File: src/rtl/ins_fetch_sequencer_if.sv
// ins_fetch_sequencer_if: host control, icache ctrl read port and decoder handshake of the fetch sequencer
interface ins_fetch_sequencer_if #(
  parameter int INS_LEN = 54,
  parameter int ADDR_W  = 10
);
  logic               start;
  logic [ADDR_W-1:0]  start_addr;
  logic               abort;
  logic               busy;
  logic               done;
  logic               err;
  logic               icache_rd_ctrl_en;
  logic [ADDR_W-1:0]  icache_rd_ctrl_addr;
  logic [INS_LEN-1:0] icache_rd_ctrl_data;
  logic               ins_valid;
  logic               ins_ready;
  logic [INS_LEN-1:0] ins_data;
  logic [ADDR_W-1:0]  ins_pc;
  modport master (
    input  start, start_addr, abort, icache_rd_ctrl_data, ins_ready,
    output busy, done, err, icache_rd_ctrl_en, icache_rd_ctrl_addr, ins_valid, ins_data, ins_pc
  );
  modport slave (
    output start, start_addr, abort, icache_rd_ctrl_data, ins_ready,
    input  busy, done, err, icache_rd_ctrl_en, icache_rd_ctrl_addr, ins_valid, ins_data, ins_pc
  );
endinterface

File: src/rtl/ins_fetch_sequencer.sv
// ins_fetch_sequencer: walks a PC through the instruction cache and hands each word to the decoder
module ins_fetch_sequencer #(
  parameter int              INS_LEN  = 54,
  parameter int              ADDR_W   = 10,
  parameter int              OPC_W    = 4,
  parameter logic [OPC_W-1:0] HALT_OPC = 4'hF
) (
  input logic clk,
  input logic rst,
  ins_fetch_sequencer_if.master bus
);
  typedef enum logic [1:0] {IDLE, RUN, DRAIN} state_e;
  state_e             state_q, state_d;
  logic [ADDR_W-1:0]  pc_q, pc_d, ins_pc_q, ins_pc_d;
  logic [INS_LEN-1:0] ins_data_q, ins_data_d;
  logic [ADDR_W:0]    cnt_q, cnt_d;
  logic               valid_q, valid_d, busy_q, busy_d, done_q, done_d, err_q, err_d;
  logic               slot_free, en, halt;
  assign slot_free = !valid_q || bus.ins_ready;
  assign en        = state_q == RUN && slot_free;
  assign halt      = bus.icache_rd_ctrl_data[INS_LEN-1 -: OPC_W] == HALT_OPC;
  assign bus.icache_rd_ctrl_en   = en;
  assign bus.icache_rd_ctrl_addr = pc_q;
  assign bus.ins_valid = valid_q;
  assign bus.ins_data  = ins_data_q;
  assign bus.ins_pc    = ins_pc_q;
  assign bus.busy      = busy_q;
  assign bus.done      = done_q;
  assign bus.err       = err_q;
  always_comb begin
    state_d    = state_q;
    pc_d       = pc_q;
    ins_pc_d   = ins_pc_q;
    ins_data_d = ins_data_q;
    cnt_d      = cnt_q;
    valid_d    = valid_q;
    err_d      = err_q;
    done_d     = 1'b0;
    if (bus.abort) begin
      state_d = IDLE;
      valid_d = 1'b0;
    end else if (state_q == IDLE && bus.start) begin
      state_d = RUN;
      pc_d    = bus.start_addr;
      cnt_d   = '0;
      err_d   = 1'b0;
    end else if (en && halt) begin
      state_d = DRAIN;
      valid_d = 1'b0;
    end else if (en) begin
      ins_data_d = bus.icache_rd_ctrl_data;
      ins_pc_d   = pc_q;
      valid_d    = 1'b1;
      pc_d       = pc_q + 1'b1;
      cnt_d      = cnt_q + 1'b1;
      // MSB of the counter sets exactly on the 2^ADDR_W-th forwarded word
      if (cnt_d[ADDR_W]) begin
        state_d = DRAIN;
        err_d   = 1'b1;
      end
    end else if (state_q == DRAIN && slot_free) begin
      state_d = IDLE;
      valid_d = 1'b0;
      done_d  = 1'b1;
    end
    busy_d = state_d != IDLE;
  end
  always_ff @(posedge clk or posedge rst) begin
    if (rst) begin
      state_q    <= IDLE;
      pc_q       <= '0;
      ins_pc_q   <= '0;
      ins_data_q <= '0;
      cnt_q      <= '0;
      valid_q    <= 1'b0;
      busy_q     <= 1'b0;
      done_q     <= 1'b0;
      err_q      <= 1'b0;
    end else begin
      state_q    <= state_d;
      pc_q       <= pc_d;
      ins_pc_q   <= ins_pc_d;
      ins_data_q <= ins_data_d;
      cnt_q      <= cnt_d;
      valid_q    <= valid_d;
      busy_q     <= busy_d;
      done_q     <= done_d;
      err_q      <= err_d;
    end
  end
endmodule
File: src/flat_wrapper.sv
// flat-port wrapper written by rule: the top's interface ports become plain ports
module ins_fetch_sequencer_flat 
#(
  parameter int              INS_LEN  = 54,
  parameter int              ADDR_W   = 10,
  parameter int              OPC_W    = 4,
  parameter logic [OPC_W-1:0] HALT_OPC = 4'hF
)
  (clk, rst, bus_start, bus_start_addr, bus_abort, bus_icache_rd_ctrl_data, bus_ins_ready, bus_busy, bus_done, bus_err, bus_icache_rd_ctrl_en, bus_icache_rd_ctrl_addr, bus_ins_valid, bus_ins_data, bus_ins_pc);
  ins_fetch_sequencer_if #(.INS_LEN(INS_LEN), .ADDR_W(ADDR_W)) bus_i ();
  input logic clk;
  input logic rst;
  input wire logic [$bits(bus_i.start)-1:0] bus_start;
  input wire logic [$bits(bus_i.start_addr)-1:0] bus_start_addr;
  input wire logic [$bits(bus_i.abort)-1:0] bus_abort;
  input wire logic [$bits(bus_i.icache_rd_ctrl_data)-1:0] bus_icache_rd_ctrl_data;
  input wire logic [$bits(bus_i.ins_ready)-1:0] bus_ins_ready;
  output wire logic [$bits(bus_i.busy)-1:0] bus_busy;
  output wire logic [$bits(bus_i.done)-1:0] bus_done;
  output wire logic [$bits(bus_i.err)-1:0] bus_err;
  output wire logic [$bits(bus_i.icache_rd_ctrl_en)-1:0] bus_icache_rd_ctrl_en;
  output wire logic [$bits(bus_i.icache_rd_ctrl_addr)-1:0] bus_icache_rd_ctrl_addr;
  output wire logic [$bits(bus_i.ins_valid)-1:0] bus_ins_valid;
  output wire logic [$bits(bus_i.ins_data)-1:0] bus_ins_data;
  output wire logic [$bits(bus_i.ins_pc)-1:0] bus_ins_pc;
  assign bus_i.start = bus_start;
  assign bus_i.start_addr = bus_start_addr;
  assign bus_i.abort = bus_abort;
  assign bus_i.icache_rd_ctrl_data = bus_icache_rd_ctrl_data;
  assign bus_i.ins_ready = bus_ins_ready;
  assign bus_busy = bus_i.busy;
  assign bus_done = bus_i.done;
  assign bus_err = bus_i.err;
  assign bus_icache_rd_ctrl_en = bus_i.icache_rd_ctrl_en;
  assign bus_icache_rd_ctrl_addr = bus_i.icache_rd_ctrl_addr;
  assign bus_ins_valid = bus_i.ins_valid;
  assign bus_ins_data = bus_i.ins_data;
  assign bus_ins_pc = bus_i.ins_pc;
  ins_fetch_sequencer #(.INS_LEN(INS_LEN), .ADDR_W(ADDR_W), .OPC_W(OPC_W), .HALT_OPC(HALT_OPC)) u_core (.clk(clk), .rst(rst), .bus(bus_i));
endmodule
File: config.mk
export PLATFORM = sky130hd
export DESIGN_NAME = ins_fetch_sequencer_flat
export DESIGN_NICKNAME = d
export VERILOG_FILES = /design/src/rtl/ins_fetch_sequencer_if.sv /design/src/rtl/ins_fetch_sequencer.sv /design/src/flat_wrapper.sv
export SDC_FILE = /design/constraint.sdc
export NUM_CORES = 1
export LEC_CHECK = 0
export ABC_AREA = 1
export CAP_MARGIN = 40
export CORE_MARGIN = 8
export CORE_UTILIZATION = 30
export CTS_CLUSTER_SIZE = 25
export DETAILED_ROUTE_END_ITERATION = 16
export GPL_TIMING_DRIVEN = 1
export HOLD_SLACK_MARGIN = 0.08
export PLACE_DENSITY = 0.57
export RECOVER_POWER = 100
export SYNTH_ARGS = -nofsm -noshare
export SYNTH_HDL_FRONTEND = slang
export SYNTH_SLANG_ARGS = --single-unit
File: constraint.sdc
create_clock -name clk -period 2.8 [get_ports clk]
set_input_delay 0.56 -clock clk [delete_from_list [all_inputs] [get_ports clk]]
set_output_delay 0.56 -clock clk [all_outputs]
set_load 0.05 [all_outputs]
After elaboration in Yosys (flattened, before gate mapping)
Cells that the tools add are included.
{"block": "word_totals", "register_bits": 91, "latchBits": 0, "ram_bits": 0, "rom_bits": 0, "input_bits": 69, "out_inout_bits": 79, "elab_cells": 60, "memories": 0}
{"block": "classes", "n_addsub": 2, "multipliers": 0, "n_div": 0, "n_lt_le_gt_ge": 0, "eq_ne": 5, "n_shift": 0, "mux": 26, "bitwise": 3, "n_reduce_logical": 15}
{"cell": "11-bit 2-to-1 mux", "count": 3}
{"cell": "10-bit 2-to-1 mux", "count": 3}
{"cell": "1-bit 2-to-1 mux", "count": 14}
{"cell": "2-bit 2-to-1 mux", "count": 6}
{"cell": "11-bit by 1-bit adder with 11-bit output (second input constant)", "count": 1}
{"cell": "10-bit by 1-bit adder with 10-bit output (second input constant)", "count": 1}
{"cell": "4-bit AND reduction", "count": 2}
{"cell": "2-bit nonzero test", "count": 3}
{"cell": "4-bit == test (second input constant)", "count": 1}
{"cell": "1-bit logical AND", "count": 4}
{"cell": "4-bit nonzero test", "count": 1}
{"cell": "1-bit inverter", "count": 3}
{"cell": "3-bit AND reduction", "count": 1}
{"cell": "2-bit by 1-bit == test with 1-bit output (second input constant)", "count": 1}
{"cell": "2-bit == test (second input constant)", "count": 1}
{"cell": "2-bit logical NOT", "count": 1}
{"cell": "2-bit by 1-bit inequality test with 1-bit output (second input constant)", "count": 1}
{"cell": "2-bit inequality test (second input constant)", "count": 1}
{"cell": "2-bit AND reduction", "count": 1}
{"cell": "1-bit logical NOT", "count": 1}
{"cell": "1-bit logical OR", "count": 1}

Logic depth before layout (Yosys ltp)
Gate-level depths: netlist (run 1).
{"block": "depth", "depth_word": 9, "depth_mapped": 10, "depth_no_buf": 9}

Worst setup path before layout (run 1)
No wires, ideal clock.
{"block": "synth_path", "path_kind": "reg-to-reg", "start": "register u_core.valid_q, in the netlist u_core.bus.ins_valid", "end": "register u_core.ins_data_q[10], in the netlist u_core.bus.ins_data[10]", "setup_ns": 0.118, "arrival_time_ns": 1.743, "required_ns": 2.682, "slack_ns": 0.939, "path_stages_with_launch": 9, "path_buffers": 2, "period_less_slack_ns": 1.861, "path_cell_list": "dfrtp_1 inv_1 nor2_2 nor2_4 nand3_2 buf_2 buf_2 nand2_1 nand2_1"}
{"block": "synth_between", "elab_chain_cells": 6}
{"item": "from (decl)", "line_no": "ins_fetch_sequencer.sv:17", "rtl": "logic valid_q, valid_d, busy_q, busy_d, done_q, done_d, err_q, err_d;"}
{"item": "from (signal assigned)", "line_no": "ins_fetch_sequencer.sv:85", "rtl": "valid_q <= valid_d;"}
{"item": "1-bit logical NOT *", "line_no": "ins_fetch_sequencer.sv:19", "rtl": "assign slot_free = !valid_q || bus.ins_ready;"}
{"item": "1-bit logical OR *", "line_no": "ins_fetch_sequencer.sv:19"}
{"item": "1-bit logical AND *", "line_no": "ins_fetch_sequencer.sv:20", "rtl": "assign en = state_q == RUN && slot_free;"}
{"item": "net bus_icache_rd_ctrl_en", "line_no": "flat_wrapper.sv:21", "rtl": "output wire logic [$bits(bus_i.icache_rd_ctrl_en)-1:0] bus_icache_rd_ctrl_en;"}
{"item": "1-bit logical AND", "line_no": "ins_fetch_sequencer.sv:47", "rtl": "end else if (en && halt) begin"}
{"item": "1-bit inverter (no source line)"}
{"item": "4-bit AND reduction (no source line) *"}
{"item": "to (signal assigned)", "line_no": "ins_fetch_sequencer.sv:83", "rtl": "ins_data_q <= ins_data_d;"}
{"item": "to (decl)", "line_no": "ins_fetch_sequencer.sv:15", "rtl": "logic [INS_LEN-1:0] ins_data_q, ins_data_d;"}
The timed path passes the listed nets; every way through them passes the cells marked *.
A chain may end at the register's enable or synchronous reset.

Final worst setup path (run 1)
{"block": "layout_path", "start": "input bus_ins_ready", "end": "output bus_icache_rd_ctrl_en"}
{"block": "layout_between", "elab_chain_cells": 2}
{"item": "from (decl)", "line_no": "flat_wrapper.sv:17", "rtl": "input wire logic [$bits(bus_i.ins_ready)-1:0] bus_ins_ready;"}
{"item": "1-bit logical OR", "line_no": "ins_fetch_sequencer.sv:19"}
{"item": "1-bit logical AND", "line_no": "ins_fetch_sequencer.sv:20"}
{"item": "to (decl)", "line_no": "flat_wrapper.sv:21"}
No other way between the ends.

==> flow_summary.json, run 1 <==
{
  "status": "complete, no violations",
  "slew_violations": 0,
  "route.detailed.drc": 0,
  "cts_buffers": 9,
  "h-tree-depth": 3,
  "start_kind": "input pin",
  "hold_viol": 0,
  "arrival_ns": 1.84,
  "cts.sinks": 91,
  "netlist_instances": 502,
  "hpwl_um": 7930,
  "core_mm2": 0.0132,
  "cts_tree": "done",
  "cap_viol_max_count": 0,
  "irDropWorstVdd_v": 0.000533,
  "seq_area_frac_synth_pct": 56.6,
  "antenna_found_initial": 0,
  "final_antenna_net_count": 0,
  "start_util_pct": 30.5,
  "post_cts_buffers": 0,
  "layout-drive-gt1-share_pct": 4.14,
  "clockBufferDepth": 2,
  "syn_to_final_growth_pct": 47.5,
  "track_usage_pct": 13.1,
  "syn_area_per_cell_um2": 8.01,
  "grt-ovfl-total": 0,
  "die_w_um": 132,
  "diodes": 0,
  "tightestPinTransition_ns": 1.25,
  "slew_headroom_pct": 17.0,
  "yosys_warnings": 0,
  "synth-seq-cells": 91,
  "die-area_mm2": 0.0174,
  "cts.reportedPaths.clkPinSlew_ns": 0.06,
  "grt_pass1_wl_um": 18700,
  "leakagePower_nw": 2.99,
  "pwr_density_cell_mw_per_mm2": 1260,
  "tns_ns": 0,
  "drt_wl_total_um": 11200,
  "placement_rows": 42,
  "max_freq_mhz": 417,
  "crit_fanout": 4,
  "synth_cell_type_count": 25,
  "synth_area_mm2": 0.00402,
  "synth_fp_nets": 573,
  "gp_congestion": 0.770,
  "criticalPathCategory": "in2out",
  "first_pass_iters": 4,
  "num_vias": 3607,
  "routedWlPerCell_um": 13.5,
  "grt_pass1_vias": 3690,
  "post-route-period-util_pct": 85.7,
  "setup-violations-final": 0,
  "clkLatencyLatePin_ns": 0.33,
  "finalPower_mw": 7.48,
  "crit_path_end_kind": "output pin",
  "hold_path_class": "reg2reg",
  "postCtsHoldBufs": 0,
  "grt_max_degree": 92,
  "worst_clock_skew_ns": 0.00431,
  "required_ns": 2.24,
  "via_per_inst": 4.36,
  "final_common_cell": "nand2_1",
  "io_buffers": 147,
  "ios": 148,
  "fin_crit_ns": 2.40,
  "drtIter0Drc": 143,
  "cts_root_buf": "clkbuf_16",
  "rsz0062_at_grt": "no",
  "hold-worst-slack_ns": 0.472,
  "rr_worst_depth": 9,
  "die_h_um": 132,
  "mostFrequentLayoutCells": "nand2_1 (253), dfrtp_1 (91), dlygate4sd3_1 (79)",
  "holdPathStages": 2,
  "cts_resized": 0,
  "layout.nets": 719
}
cell families after synthesis:
logic type	synth area share, %
buf+inv	5.88
xor+xnor	0.436
compound gates	4.39
flops	56.6
fa+ha+maj	0.622
simple gates	32.0
cells in the mapped netlist, drive strengths merged:
cell type / count / area (µm²)
a211oi: 1 / 7.51
dfrtp: 91 / 2280
nand4: 4 / 25.0
nand3: 33 / 175
nor2: 24 / 100
or2: 5 / 31.3
a21oi: 5 / 25.0
o22ai: 1 / 6.26
inv: 35 / 131
o21ai: 26 / 130
nor3: 1 / 5.00
clkbuf: 5 / 18.8
buf: 13 / 86.3
xor2: 2 / 17.5
ha: 2 / 25.0
nand2: 253 / 952
a21o: 1 / 7.51
cell type report:
type	count	area, µm²
Fill cell	1329	7260
Sequential cell	91	2280
Timing Repair Buffer	153	1520
Multi-Input combinational cell	358	1490
Clock buffer	13	260
Tap cell	176	220
Inverter	35	135
Clock inverter	2	35.0
sequential cells by signal (all words and copies together), names as in the netlist:
| register | cells |
|---|---|
| u_core.bus.icache_rd_ctrl_addr | 10 |
| u_core.bus.err | 1 |
| u_core.bus.busy | 1 |
| u_core.cnt_q | 11 |
| u_core.bus.ins_valid | 1 |
| u_core.state_q | 2 |
| u_core.bus.ins_pc | 10 |
| u_core.bus.ins_data | 54 |
| u_core.bus.done | 1 |
metal layers:
| metal | wire (µm) | part of all wire [%] | global-route usage, % |
|---|---|---|---|
| met3 | 983 | 8.8 | 5.64 |
| met4 | 168 | 1.5 | 4.98 |
| met1 | 4840 | 43 | 15.3 |
| met5 | 0 | 0 | 0 |
| met2 | 5170 | 46 | 20.8 |
power breakdown:
part | leakage (nW) | total (mW) | switching (mW) | internal (mW)
sequential | 1.15 | 2.22 | 0.344 | 1.88
clock | 0.146 | 1.21 | 0.475 | 0.735
combinational | 1.69 | 4.05 | 2.90 | 1.15
total | 2.99 | 7.48 | 3.72 | 3.76
worst paths after layout:
check	slack, ns	end	startpoint
max in group asynchronous	0.86	u_core.bus.ins_data[10]$_DFFE_PP0P_	rst
min reg2reg	0.47	u_core.bus.ins_data[0]$_DFFE_PP0P_	u_core.bus.ins_data[0]$_DFFE_PP0P_
max	0.40	bus_icache_rd_ctrl_en	bus_ins_ready
max reg2reg	0.75	u_core.bus.icache_rd_ctrl_addr[9]$_DFFE_PP0P_	u_core.state_q[0]$_DFF_PP0_
min in group asynchronous	1.14	u_core.bus.ins_pc[1]$_DFFE_PP0P_	rst
min	0.47	u_core.bus.ins_data[0]$_DFFE_PP0P_	u_core.bus.ins_data[0]$_DFFE_PP0P_
critical path, cell delays in order:
cell and delay, ns:
clkdlybuf4s50_1 0.48, nor2_1 0.08, nor2_1 0.20, clkbuf_1 0.52
metrics by stage:
| stage | util (%) | cell area (µm²) | cells | setup slack (ns) |
|---|---|---|---|---|
| after floorplan | - | 4030 | 502 | 0.939 |
| after global placement | 43.2 | 5690 | 813 | 0.469 |
| after detailed placement | 43.2 | 5690 | 813 | 0.418 |
| after CTS | 45.4 | 5990 | 828 | 0.556 |
| after global routing | 45.0 | 5930 | 828 | 0.308 |
| final | 45.0 | 5930 | 828 | 0.401 |
Note: power is estimated with default switching activity, not from simulation.
==> inputs of run 2 (changes only) <==
- GPL_TIMING_DRIVEN: 1 -> 0
- SETUP_SLACK_MARGIN: default -> 0.15
==> run 2 against run 1 <==
Net effect: the flow now finishes with violations (capacitance limit, slew limit); count of clock-buffer cells in the layout shrank 3; final area is 1.9% higher; sequential share of layout area is 0.72 points lower; core utilization is 0.86 points higher; total power up 2.0%; critical path depth did not move; die area stayed put; non-clock buffer count grew 14.
==> flow_summary.json, run 2 (synthesis results as in run 1) <==
{
  "combPwrFrac_pct": 54.2,
  "post-route-period-util_pct": 91.6,
  "grt_max_degree": 34,
  "crit_fanout": 4,
  "die_h_um": 132,
  "start_kind": "input pin",
  "p_clk_share_pct": 16.9,
  "first_pass_iters": 5,
  "tightestPinTransition_ns": 1.62,
  "drt_wl_total_um": 11800,
  "diodes": 0,
  "cts_tree": "done",
  "routedWlPerCell_um": 14.0,
  "intPower_mw": 3.86,
  "layout-drive-gt1-share_pct": 5.11,
  "gp_congestion": 0.805,
  "pwr_density_cell_mw_per_mm2": 1260,
  "irDropWorstVdd_v": 0.000602,
  "hold_path_class": "reg2reg",
  "core_mm2": 0.0132,
  "hold_viol": 0,
  "start_util_pct": 30.5,
  "die-area_mm2": 0.0174,
  "final_antenna_net_count": 0,
  "antenna_found_initial": 0,
  "cts_buffers": 9,
  "mostFrequentLayoutCells": "nand2_1 (253), dfrtp_1 (91), dlygate4sd3_1 (80)",
  "cts_root_buf": "clkbuf_16",
  "hold-worst-slack_ns": 0.471,
  "grt-ovfl-total": 0,
  "cts.reportedPaths.clkPinSlew_ns": 0.06,
  "drtIter0Drc": 143,
  "rsz0062_at_grt": "no",
  "dp_worst_setup_slack_ns": 0.137,
  "slew_headroom_pct": -8.83,
  "placement_rows": 42,
  "h-tree-depth": 3,
  "final_common_cell": "nand2_1",
  "grt_pass1_wl_um": 19900,
  "die_w_um": 132,
  "swShare_pct": 49.4,
  "crit_path_end_kind": "output pin",
  "switchingPower_mw": 3.77,
  "slew_violations": 32,
  "clockBufferDepth": 2,
  "clkLatencyLatePin_ns": 0.34,
  "layout.nets": 733,
  "setup-violations-final": 0,
  "dp.cells": 827,
  "criticalPathCategory": "in2out",
  "track_usage_pct": 14.0,
  "leakagePower_nw": 3.04,
  "arrival_ns": 2.00,
  "max_freq_mhz": 390,
  "hpwl_um": 8940,
  "grt_pass1_vias": 3856,
  "fin_crit_ns": 2.56,
  "syn_to_final_growth_pct": 50.3,
  "violations": "capacitance limit, slew limit",
  "pwr-share-seq_pct": 29.0,
  "tns_ns": 0,
  "via_per_inst": 4.35,
  "io_buffers": 147,
  "cts.sinks": 91,
  "setup_ws_ns": 0.236,
  "required_ns": 2.24,
  "fin_cells": 842,
  "worst_clock_skew_ns": 0.00568,
  "status": "finished, violations left",
  "cap_viol_max_count": 1,
  "ios": 148,
  "postCtsHoldBufs": 0,
  "num_vias": 3660,
  "largest_reg_flops": 54,
  "route.detailed.drc": 0
}
[run 2: metrics by stage]
step                power [mW]  cell area (µm²)  util (%)
finish                    7.63             6050      45.8
global route              8.13             6050      45.8
CTS                       7.99             6070      46.0
detailed placement        6.65             5760      43.6
global placement          6.59             5720      43.3
floorplan                 5.08             4030         -
[run 2: worst paths after layout]
kind / slack (ns) / from / cells after the start / endpoint
min: 0.47 / u_core.bus.ins_data[18]$_DFFE_PP0P_ / 2 / u_core.bus.ins_data[18]$_DFFE_PP0P_
max in group asynchronous: 0.94 / rst / 3 / u_core.bus.ins_data[21]$_DFFE_PP0P_
min reg2reg: 0.47 / u_core.bus.ins_data[18]$_DFFE_PP0P_ / 2 / u_core.bus.ins_data[18]$_DFFE_PP0P_
max: 0.24 / bus_ins_ready / 4 / bus_icache_rd_ctrl_en
max reg2reg: 0.80 / u_core.bus.ins_valid$_DFFE_PP0P_ / 7 / u_core.bus.ins_valid$_DFFE_PP0P_
min in group asynchronous: 1.06 / rst / 2 / u_core.bus.ins_data[45]$_DFFE_PP0P_
[run 2: area by class of cell]
cell class	instances	area, µm²
inverters	35	133
flip-flops and latches	91	2280
repair buffers	149	1510
clock buffers	10	239
multi-input cells	358	1490
fillers	1292	7140
well taps	176	220
clock inverters	5	77.6
plain buffers	18	98.8
[run 2: power by group through the flow]
stage               registers (mW)  clock network (mW)  logic (mW)
finish                        2.21                1.29        4.13
global route                  2.29                1.39        4.45
CTS                           2.24                1.34        4.41
detailed placement            2.25                   0        4.40
global placement              2.23                   0        4.36
floorplan                     4.01                   0        1.07
[run 2: per-layer routing]
layer	up-vias	wire length (µm)	GRT usage (%)
met4	0	170	5.17
li1	1878	-	-
met3	12	911	4.80
met2	113	5480	22.8
met5	-	0	0
met1	1657	5200	16.9
[run 2: critical path, stage by stage]
cell           delay (ns)
dlygate4sd3_1        0.56
nor2_1               0.08
nor2_1               0.23
dlygate4sd2_1        0.58
[run 2: timing repair]
item / in CTS / in global routing
gates resized for setup: 1 / 0
endpoints found under the setup margin: 1 / 0
buffers inserted: 0 / 0
==> inputs of run 3 (changes only) <==
- ABC_CLOCK_PERIOD_IN_PS: default -> 2800
==> results of run 3 <==
No change in the layout: final DEF, timing and power equal those of run 2.
